<file path="src/rtl/shift_reg2d_pkg.sv">
// rtl/shift_reg2d_pkg.sv - shared types and defaults for the 2D shift register frame controller
package shift_reg2d_pkg;

    localparam int DATA_W_DEF = 4;
    localparam int DEPTH_DEF  = 16;

    typedef enum logic [1:0] {
        ST_IDLE  = 2'd0,
        ST_FILL  = 2'd1,
        ST_HOLD  = 2'd2,
        ST_FLUSH = 2'd3
    } state_t;

endpackage

</file>
<file path="src/rtl/shift_reg2d_frame_ctrl_rr_arb2.sv">
// rtl/shift_reg2d_frame_ctrl_rr_arb2.sv - two-way round-robin arbiter, one-hot grant
module rr_arb2 (
    input  logic [1:0] req,
    input  logic       last_owner,
    output logic [1:0] grant
);

    always_comb begin
        grant = 2'b00;
        case (req)
            2'b01:   grant = 2'b01;
            2'b10:   grant = 2'b10;
            // on a tie the requester that did not own the last frame wins
            2'b11:   grant = last_owner ? 2'b01 : 2'b10;
            default: grant = 2'b00;
        endcase
    end

endmodule

</file>
<file path="src/rtl/shift_reg2d_frame_ctrl.sv">
// rtl/shift_reg2d_frame_ctrl.sv - frame sequencer and two-requester arbiter for the 2D shift register
module shift_reg2d_frame_ctrl
    import shift_reg2d_pkg::*;
#(
    parameter  int DATA_W = DATA_W_DEF,
    parameter  int DEPTH  = DEPTH_DEF,
    localparam int CNT_W  = $clog2(DEPTH + 1)
) (
    input  logic              CLK,
    input  logic              RESET_N,
    input  logic              REQ0_VALID,
    input  logic [DATA_W-1:0] REQ0_DATA,
    output logic              REQ0_READY,
    input  logic              REQ1_VALID,
    input  logic [DATA_W-1:0] REQ1_DATA,
    output logic              REQ1_READY,
    input  logic              CLEAR,
    input  logic              FRAME_ACK,
    output logic              SHIFT_EN,
    output logic [DATA_W-1:0] SHIFT_DATA,
    output logic [CNT_W-1:0]  FILL_COUNT,
    output logic              FRAME_VALID,
    output logic              FRAME_SRC,
    output logic              BUSY
);

    localparam logic [CNT_W-1:0] LAST_IDX = CNT_W'(DEPTH - 1);

    state_t            state_q, state_d;
    logic [CNT_W-1:0]  fill_q, fill_d;
    logic [CNT_W-1:0]  flush_q, flush_d;
    logic              src_q, src_d;
    logic              last_q, last_d;
    logic [1:0]        rdy_q, rdy_d;
    logic [1:0]        grant;
    logic              owner_valid;
    logic [DATA_W-1:0] owner_data;
    logic              hs;

    rr_arb2 u_arb (
        .req        ({REQ1_VALID, REQ0_VALID}),
        .last_owner (last_q),
        .grant      (grant)
    );

    assign owner_valid = src_q ? REQ1_VALID : REQ0_VALID;
    assign owner_data  = src_q ? REQ1_DATA  : REQ0_DATA;
    // a CLEAR in FILL wins over any word offered in the same cycle
    assign hs          = (state_q == ST_FILL) && owner_valid && rdy_q[src_q] && !CLEAR;

    always_ff @(posedge CLK or negedge RESET_N) begin
        if (!RESET_N) begin
            state_q <= ST_IDLE;
            fill_q  <= '0;
            flush_q <= '0;
            src_q   <= 1'b0;
            last_q  <= 1'b1;
            rdy_q   <= 2'b00;
        end else begin
            state_q <= state_d;
            fill_q  <= fill_d;
            flush_q <= flush_d;
            src_q   <= src_d;
            last_q  <= last_d;
            rdy_q   <= rdy_d;
        end
    end

    always_comb begin
        state_d    = state_q;
        fill_d     = fill_q;
        flush_d    = flush_q;
        src_d      = src_q;
        last_d     = last_q;
        rdy_d      = rdy_q;
        SHIFT_EN   = 1'b0;
        SHIFT_DATA = '0;
        case (state_q)
            ST_IDLE: begin
                if (CLEAR) begin
                    state_d = ST_FLUSH;
                    flush_d = '0;
                    rdy_d   = 2'b00;
                end else if (grant != 2'b00) begin
                    state_d = ST_FILL;
                    src_d   = grant[1];
                    rdy_d   = grant;
                    fill_d  = '0;
                end
            end
            ST_FILL: begin
                if (CLEAR) begin
                    state_d = ST_FLUSH;
                    fill_d  = '0;
                    flush_d = '0;
                    rdy_d   = 2'b00;
                end else if (hs) begin
                    SHIFT_EN   = 1'b1;
                    SHIFT_DATA = owner_data;
                    fill_d     = fill_q + CNT_W'(1);
                    if (fill_q == LAST_IDX) begin
                        state_d = ST_HOLD;
                        rdy_d   = 2'b00;
                    end
                end
            end
            ST_HOLD: begin
                // a CLEAR also consumes the held frame, so ownership is recorded either way
                if (CLEAR || FRAME_ACK) begin
                    last_d  = src_q;
                    fill_d  = '0;
                    flush_d = '0;
                    state_d = CLEAR ? ST_FLUSH : ST_IDLE;
                end
            end
            ST_FLUSH: begin
                SHIFT_EN = 1'b1;
                if (flush_q == LAST_IDX) begin
                    state_d = ST_IDLE;
                    flush_d = '0;
                end else begin
                    flush_d = flush_q + CNT_W'(1);
                end
            end
            default: begin
                state_d = ST_IDLE;
            end
        endcase
    end

    assign REQ0_READY  = rdy_q[0] && !CLEAR;
    assign REQ1_READY  = rdy_q[1] && !CLEAR;
    assign FILL_COUNT  = fill_q;
    assign FRAME_VALID = (state_q == ST_HOLD);
    assign FRAME_SRC   = src_q;
    assign BUSY        = (state_q != ST_IDLE);

endmodule

</file>
<file path="config.mk">
export PLATFORM = sky130hd
export DESIGN_NAME = shift_reg2d_frame_ctrl
export DESIGN_NICKNAME = d
export VERILOG_FILES = /design/src/rtl/shift_reg2d_pkg.sv /design/src/rtl/shift_reg2d_frame_ctrl_rr_arb2.sv /design/src/rtl/shift_reg2d_frame_ctrl.sv
export SDC_FILE = /design/constraint.sdc
export NUM_CORES = 1
export LEC_CHECK = 0
export ABC_CLOCK_PERIOD_IN_PS = 4500
export CORE_AREA = 10 10 68 70
export DETAILED_ROUTE_END_ITERATION = 16
export DIE_AREA = 0 0 78 80
export PLACE_DENSITY = 0.58
export SKIP_LAST_GASP = 1
export SLEW_MARGIN = 0
export SYNTH_ARGS = -nofsm -noshare
export SYNTH_HDL_FRONTEND = slang
export SYNTH_SLANG_ARGS = --single-unit
</file>
<file path="constraint.sdc">
create_clock -name CLK -period 4.5 [get_ports CLK]
set_input_delay 0.45 -clock CLK [delete_from_list [all_inputs] [get_ports CLK]]
set_output_delay 0.45 -clock CLK [all_outputs]
set_load 0.02 [all_outputs]
</file>
# Word-level counts from Yosys, hierarchy flattened
# Cells that the tools add are included.
[op_classes] add_sub_neg=2 order_cmp=1 n_eq_ne=16 n_mux=36 bitwise=1 reduce_logical=19
[op_table] op="$mux 5" count=7
[op_table] op="$pmux 5 s3" count=2
[op_table] op="$mux 2" count=14
[op_table] op="$mux 4" count=4
[op_table] op="$add 5x1->5 const B" count=2
[op_table] op="$eq 5x4->1 const B" count=2
[op_table] op="$reduce_and 5->1" count=2
[op_table] op="$eq 2x2->1 const B" count=4
[op_table] op="$pmux 2 s4" count=1
[op_table] op="$ne 2x2->1 const B" count=3
[op_table] op="$ne 3x3->1 const B" count=2
[op_table] op="$pmux 2 s3" count=1
[op_table] op="$reduce_bool 2->1" count=3
[op_table] op="$logic_and 1x1->1" count=5
[op_table] op="$mux 1" count=5
[op_table] op="$eq 2x1->1 const B" count=2
[op_table] op="$ne 2x1->1 const B" count=2
[op_table] op="$pmux 2 s2" count=1
[op_table] op="$reduce_and 2->1" count=2
[op_table] op="$reduce_and 4->1" count=1
[op_table] op="$ne 3x2->1 const B" count=1
[op_table] op="$reduce_and 3->1" count=1
[op_table] op="$reduce_bool 3->1" count=1
[op_table] op="$logic_not 2->1" count=1
[op_table] op="6 further kinds" count=6
[totals] register_bits=16 inputBits=14 output_inout_bits=15 wordCells=81

# Logic depth before layout (Yosys ltp)
# Gate-level depths: netlist (run 1).
[depth] depth_word=7 mapped_depth=7 depth_no_buf=7

# Modules after synthesis
# A second synthesis (run 1) with hierarchy kept.
[unflattened] hier_cells=120 area_unflattened_um2=1127.3
[by_module_without_submodules] mod="shift_reg2d_frame_ctrl" instances=1 cells_per_inst=117 area_each_um2=1108.6 seq_area_each_um2=401.6
[by_module_without_submodules] mod="rr_arb2" instances=1 cells_per_inst=3 area_each_um2=18.8 seq_area_each_um2=0.0

# Worst setup path after synthesis (run 1)
# Ideal clock, no wire load.
[synth_timing] path_kind="reg2reg" start="register fill_q[0] (netlist: FILL_COUNT[0])" end="register state_q[0]" setup_ns=0.125 arrival_ns=1.814 required_ns=4.375 path_slack_ns=2.561 path_stages_with_launch=8 path_buffers=0 period_less_slack_ns=1.939 cell_sequence="dfrtp_1 -> ha_1 -> and3_1 -> ha_1 -> nand4b_1 -> a32o_1 -> nand3b_4 -> mux2_2"
[synth_between] elab_chain_len=3
[synth_lines] item="start: declaration" line="shift_reg2d_frame_ctrl.sv:30" rtl="logic [CNT_W-1:0] fill_q, fill_d;"
[synth_lines] item="start signal: assignment" line="shift_reg2d_frame_ctrl.sv:61" rtl="fill_q <= fill_d;"
[synth_lines] item="$eq 5x4->1" line="shift_reg2d_frame_ctrl.sv:101" rtl="if (fill_q == LAST_IDX) begin"
[synth_lines] item="$ne 3x2->1 (no source line)"
[synth_lines] item="$reduce_and 5->1 (no source line)"
[synth_lines] item="end signal: assignment" line="shift_reg2d_frame_ctrl.sv:60" rtl="state_q <= state_d;"
[synth_lines] item="end: declaration" line="shift_reg2d_frame_ctrl.sv:29" rtl="state_t state_q, state_d;"
# Every way passes these cells.
# A chain may end at the register's enable or synchronous reset.

# Worst setup path after layout (run 1)
[layout_timing] start="input port CLEAR" end="output port SHIFT_EN"
[layout_between] elab_chain_len=5
[layout_lines] item="start: declaration" line="shift_reg2d_frame_ctrl.sv:17" rtl="input logic CLEAR,"
[layout_lines] item="$logic_not 1->1" line="shift_reg2d_frame_ctrl.sv:49" rtl="assign hs = (state_q == ST_FILL) && owner_valid && rdy_q[src_q] && !CLEAR;"
[layout_lines] item="$logic_and 1x1->1" line="shift_reg2d_frame_ctrl.sv:49"
[layout_lines] item="$mux 1" line="shift_reg2d_frame_ctrl.sv:97" rtl="end else if (hs) begin"
[layout_lines] item="$mux 1 (*)" line="shift_reg2d_frame_ctrl.sv:92" rtl="if (CLEAR) begin"
[layout_lines] item="$pmux 1 s2 (*)" line="shift_reg2d_frame_ctrl.sv:78" rtl="case (state_q)"
[layout_lines] item="end: declaration" line="shift_reg2d_frame_ctrl.sv:19" rtl="output logic SHIFT_EN,"
# Mark *: on every way between the ends. The rest lies on a longest branch, timed or not.

==> results of run 1 <==
==> stage by stage <==
step / hold WS, ns / total power, mW
CTS: 0.519 / 0.712
floorplan: 0.154 / 0.494
global placement: 0.483 / 0.599
detailed placement: 0.495 / 0.608
global route: 0.556 / 0.759
finish: 0.520 / 0.704
==> power by group through the flow <==
stage / logic [mW] / registers, mW / clock network (mW)
after floorplan: 0.277 / 0.218 / 0
after global placement: 0.367 / 0.232 / 0
after detailed placement: 0.374 / 0.234 / 0
after CTS: 0.377 / 0.230 / 0.104
after global routing: 0.410 / 0.238 / 0.112
final: 0.372 / 0.231 / 0.101
==> area by class of cell <==
type	instances	area [sq um]	share of cell area
clock buffer	4	36.3	0.0247
inverter	5	18.8	0.0128
multi-input combinational	92	677	0.460
sequential	16	402	0.273
tap	46	57.6	0.0391
timing repair buffer	28	280	0.190
==> worst max-delay path, cell delays in order <==
cell             delay [ns]
clkdlybuf4s50_1        0.60
nand2b_4               0.25
a21o_4                 0.21
or2b_1                 0.17
clkdlybuf4s50_1        0.60
==> cells in the mapped netlist (2+ instances only) <==
| cell | count | area share |
|---|---|---|
| nand3_1 | 5 | 0.022 |
| mux2i_1 | 5 | 0.045 |
| o211ai_1 | 2 | 0.013 |
| a21oi_1 | 3 | 0.013 |
| mux2_2 | 3 | 0.030 |
| ha_1 | 7 | 0.078 |
| dfrtp_1 | 15 | 0.34 |
| nand2b_1 | 3 | 0.017 |
| nor2_1 | 8 | 0.027 |
| nand3b_4 | 2 | 0.036 |
| a21o_1 | 3 | 0.020 |
| nand4_1 | 2 | 0.011 |
| nor2b_1 | 6 | 0.034 |
| inv_1 | 5 | 0.017 |
| o2bb2ai_1 | 3 | 0.023 |
| and3_1 | 2 | 0.011 |
| nand2_1 | 11 | 0.037 |
| buf_6 | 2 | 0.020 |
| o21ai_0 | 10 | 0.045 |
==> cells by family (layout without fill, tap and decap cells) <==
family / after synthesis / after routing
compound gates: 30 / 30
fa+ha+maj: 7 / 7
buf+inv: 7 / 37
flops: 16 / 16
mux: 8 / 8
simple gates: 47 / 47
==> flip-flops by register name, indices dropped and copies added (netlist names) <==
signal and cells:
FILL_COUNT 5, FRAME_SRC 1, flush_q 5, last_q 1, rdy_q 2, state_q 2
==> final timing paths <==
| path | endpoint | slack [ns] | cells past startpoint |
|---|---|---|---|
| max | SHIFT_EN | 1.77 | 5 |
| min | flush_q[4] | 0.52 | 1 |
| max reg2reg | state_q[0] | 2.51 | 6 |
| min reg2reg | flush_q[4] | 0.52 | 1 |
| max in group asynchronous | FILL_COUNT[0] | 3.44 | 1 |
| min in group asynchronous | state_q[0] | 0.59 | 1 |
==> routing by layer <==
| metal | share of wire | up-vias |
|---|---|---|
| met5 | 0 | - |
| met4 | 0.022 | 0 |
| met3 | 0.054 | 5 |
| met2 | 0.46 | 22 |
| met1 | 0.47 | 427 |
| li1 | - | 473 |
==> summary.md, run 1 <==
| Metric | Value |
|---|---|
| Placed cell areas | `0.00144 sq mm` |
| H-tree levels | `1` |
| Most frequent cells in the layout | `clkdlybuf4s50_1 (28), dfrtp_1 (15), nand2_1 (11)` |
| Power share of the combinational group | `0.528` |
| Hold Path Class | `flip-flop to flip-flop` |
| Hold Buf Count CTS | `0` |
| Post-Synth Simple-Gate Area | `0.259` |
| Via Count | `927` |
| Fillers | `328` |
| CTS tree | `done` |
| P_int | `0.410 mW` |
| CP endpoint kind | `output pin` |
| Synth Instances | `115` |
| Final routed DRC violation total | `0` |
| Pwr per Cell Area | `479 mW/mm^2` |
| Die Ht | `80 um` |
| Relative slew margins | `0.492` |
| WL/cell | `14.5 um` |
| Arrival time worst endpoint | `2.28 ns` |
| Reg clk slew, reported paths | `0.11 ns` |
| Die footprint | `0.00624 sq mm` |
| Clock share of power | `0.144` |
| CTS sink count | `16` |
| Initial Util | `0.341` |
| Hpwl dp | `2230 um` |
| Setup_tns | `0 ns` |
| WS Path Type | `input pin to output pin` |
| EDFF count, synth | `0` |
| Global route hottest layer | `met2` |
| Worst-case clock skew | `0.00238 ns` |
| Met3 global-route usage | `0.0259` |
| DRT Wirelength | `2770 um` |
| Commonest non-fill, non-tap cell in the layout | `clkdlybuf4s50_1` |
| Worst-Margin Slew | `0.759 ns` |
| Sw frac | `0.418` |
| Nets | `167` |
| P_sw | `0.295 mW` |
| Synth Flop Type | `dfrtp_1` |
| CTS Root Buffer Type | `clkbuf_4` |
| Antenna diodes | `0` |
| Xor and xnor area share after synthesis | `0` |
| Site Rows | `21` |
| Outcome | `completed` |
| Top achievable clock speed | `0.367 GHz` |
| Worst Setup SP | `CLEAR` |
| Mapped Area | `0.00112 sq mm` |
| # Post-CTS Setup Buffers | `0` |
| First-pass GRT wire length | `4670 um` |
| Port bufs | `28` |
| Crit Reg-Reg Startpoint | `state_q[1]` |
| Fin crit period | `2.73 ns` |
| Max clock buf depth | `2` |
| Initial antenna violation count | `0` |
| Post-synthesis mux area share | `0.0749` |
| Post-route clock period utilization | `0.606` |
| Register area share after synthesis | `0.359` |
| GR Util met1 | `0.115` |
| ANT nets after route | `0` |
| Met2 usage | `0.146` |
| Slew Viols, Final | `0` |
| Synth unique cells | `37` |
| Post-cts sizing count | `0` |
| Gr usage total | `0.0935` |
| Final Setup Violations | `0` |
| Compound-gate portion of the synthesized area | `0.192` |
| Min setup slack post-route | `1.77 ns` |
| Largest family of logic cells by synthesized area | `simple AND/OR/NAND/NOR gates` |
| # IOs | `29` |
| # Max-Cap Violations | `0` |
| Ratio of cells with drive above 1 in the final layout | `0.117` |
| Largest net degree at the start of global routing | `17` |
| Final Hold Fails | `0` |
| CTS buffer count | `3` |
| Die Span X | `78 um` |
| Total global routing overflow | `0` |
| Cells after DPL | `187` |
| CP required | `4.05 ns` |
| Core Region | `0.00328 sq mm` |
| Peak supply drop | `0.139 mV` |
| Yosys warnings | `0` |
| Worst hold start | `flush_q[4]` |
| Layout Utilization | `0.448` |
| Pre-CTS WS | `1.78 ns` |
| Yosys reg bits | `16` |
| Synth Area in Adders | `0.0782` |
| Critical path fanouts, max | `12` |
| Number of global-route vias before repair | `944` |
| GP Congestion | `0.763` |
| Mean area per synthesized cell | `9.74 sq um` |
| Setup crit start kind | `input pin` |
| RSZ-0062 raised after global routing | `false` |
| Leakage | `0.643 nW` |
| Seq pwr share | `0.328` |
| Net Count, Synth | `136` |
| Layout area overhead | `31.4%` |
| Vias per cell | `4.85` |
| Clk_lat worst skew | `0.30 ns` |
| Final std cells w/o fill | `191` |
| Final Cell Area | `0.00147 sq mm` |
| TritonRoute pass-1 iters | `4` |
| Initial drt markers | `49` |
| Synth async-reset ratio | `1.00` |
Note: power is estimated with default switching activity, not from simulation.
==> run 2, diff against run 1 <==
- ABC_CLOCK_PERIOD_IN_PS: 4500 -> 2250
- PLACE_DENSITY: 0.58 -> 0.6
- clock period: 4.5 -> 2.25 ns (I/O delays scaled with it)
==> summary.md, run 2 (synthesized netlist as in run 1, its figures left out) <==
| Metric | Value |
|---|---|
| Pwr per Cell Area | `928 mW/mm^2 (+94%)` |
| WL/cell | `14.4 um (-0.53%)` |
| Arrival time worst endpoint | `1.86 ns (-0.42 ns)` |
| WHS | `0.375 ns (-0.144 ns)` |
| Largest net degree at the start of global routing | `17 (unchanged)` |
| Hold Buf Count CTS | `0 (unchanged)` |
| Layout area overhead | `32.8%` |
| # Post-CTS Setup Buffers | `0 (unchanged)` |
| Setup_tns | `0 ns (unchanged)` |
| Clock share of power | `0.121 (-0.023)` |
| CTS tree | `done` |
| Commonest non-fill, non-tap cell in the layout | `clkdlybuf4s50_1` |
| Core Region | `0.00328 sq mm (unchanged)` |
| # IOs | `29 (unchanged)` |
| GP Congestion | `0.837 (+9.7%)` |
| Worst-case clock skew | `0.00586 ns (+0.00348 ns)` |
| Sw frac | `0.422 (+0.00356)` |
| Total global routing overflow | `0 (unchanged)` |
| CP endpoint kind | `output pin` |
| Crit. path cell count | `6 (+1)` |
| TritonRoute pass-1 iters | `4 (unchanged)` |
| Peak supply drop | `0.297 mV (+110%)` |
| Port bufs | `28 (unchanged)` |
| Top achievable clock speed | `0.479 GHz` |
| Final Setup Violations | `0 (unchanged)` |
| Initial Util | `0.341 (unchanged)` |
| Outcome | `completed` |
| CP required | `2.03 ns (-2.02 ns)` |
| Fin crit period | `2.09 ns` |
| WS Path Type | `flip-flop to output pin` |
| P_sw | `0.582 mW (+98%)` |
| Power share of the combinational group | `0.558 (+0.030)` |
| Reg clk slew, reported paths | `0.10 ns (about the same)` |
| Leakage | `0.677 nW (+5.3%)` |
| Die Span X | `78 um (unchanged)` |
| CTS sink count | `16 (unchanged)` |
| Gr usage total | `0.0956 (+0.00210)` |
| # Max-Cap Violations | `0 (unchanged)` |
| H-tree levels | `1 (unchanged)` |
| Die footprint | `0.00624 sq mm (unchanged)` |
| Relative slew margins | `0.489 (-0.00353)` |
| CP max stage cell | `dfrtp_1` |
| Initial antenna violation count | `0 (unchanged)` |
| Worst-Margin Slew | `0.764 ns (+0.00528 ns)` |
| Vias per cell | `4.97 (+2.4%)` |
| Setup crit start kind | `flip-flop` |
| Hold Path Class | `input pin to asynchronous set/reset pin` |
| CTS Root Buffer Type | `clkbuf_4` |
| Post-cts sizing count | `6 (+6)` |
| Worst r2r path cells | `7 (+1)` |
| Via Count | `969 (+4.5%)` |
| First-pass GRT wire length | `4860 um (+4.0%)` |
| Crit-path cells | `inv_1, ha_2, nand2b_4, a21o_4, or2b_1, dlygate4sd2_1` |
| Antenna diodes | `0 (unchanged)` |
| Number of global-route vias before repair | `984 (+4.2%)` |
| Post-route clock period utilization | `0.928` |
| CTS buffer count | `3 (unchanged)` |
| ANT nets after route | `0 (unchanged)` |
| Initial drt markers | `27 (-45%)` |
| Ratio of cells with drive above 1 in the final layout | `0.141 (+0.0237)` |
| DRT Wirelength | `2810 um (+1.6%)` |
| Nets | `171 (+2.4%)` |
| Final routed DRC violation total | `0 (unchanged)` |
| Seq pwr share | `0.321 (-0.007)` |
| Critical path fanouts, max | `7 (-5)` |
| P_int | `0.798 mW (+95%)` |
| Slew Viols, Final | `0 (unchanged)` |
| Most frequent cells in the layout | `clkdlybuf4s50_1 (23), dfrtp_1 (15), nand2_1 (11)` |
| Clk_lat worst skew | `0.29 ns (about the same)` |
| CP bufs+invs | `2 (unchanged)` |
| Max clock buf depth | `2 (unchanged)` |
| Worst stage delay on the critical path | `0.42 ns (-0.18 ns)` |
| Critical path's top delay family | `buffers and inverters` |
| Final Hold Fails | `0 (unchanged)` |
| Layout Utilization | `0.453 (+0.00495)` |
| Die Ht | `80 um (unchanged)` |
| Site Rows | `21 (unchanged)` |
| Hpwl dp | `2300 um (+3.2%)` |
| RSZ-0062 raised after global routing | `false` |
==> run 2: power by group through the flow <==
stage / registers (mW) / logic [mW] / clock network, mW
6_report: 0.443 / 0.770 / 0.167
5_1_grt: 0.462 / 0.858 / 0.189
4_1_cts: 0.446 / 0.780 / 0.169
3_5_place_dp: 0.451 / 0.783 / 0
3_3_place_gp: 0.448 / 0.770 / 0
2_1_floorplan: 0.436 / 0.553 / 0
==> run 2: final cells by class <==
cell class | instances | area, sq um
Fill cell | 329 | 1800
Multi-Input combinational cell | 92 | 679
Sequential cell | 16 | 402
Tap cell | 46 | 57.6
Clock buffer | 4 | 26.3
Timing Repair Buffer | 32 | 304
Inverter | 5 | 18.8
==> run 2: final timing paths <==
kind                            slack (ns)          start             to
worst max-delay path                  0.16     state_q[1]       SHIFT_EN
worst min-delay path                  0.38        RESET_N  FILL_COUNT[0]
worst max register to register        0.23  FILL_COUNT[0]     state_q[0]
worst min register to register        0.51     flush_q[4]     flush_q[4]
max in group asynchronous             1.40        RESET_N  FILL_COUNT[4]
min in group CLK                      0.51     flush_q[4]     flush_q[4]
==> run 2: stage by stage <==
step	cell area [sq um]	total power [mW]	worst slack (ns)	cells
4_1_cts	1490	1.39	0.153	195
3_3_place_gp	1470	1.22	0.147	191
3_5_place_dp	1470	1.23	0.134	191
5_1_grt	1490	1.51	0.0312	195
2_1_floorplan	1120	0.989	0.311	115
6_report	1490	1.38	0.163	195
==> run 2: routing by layer <==
layer | track usage | wire, um | vias to the layer above
li1 | - | - | 486
met3 | 0.0169 | 139 | 2
met4 | 0.0538 | 41 | 0
met5 | 0 | 0 | -
met2 | 0.153 | 1370 | 23
met1 | 0.118 | 1260 | 458
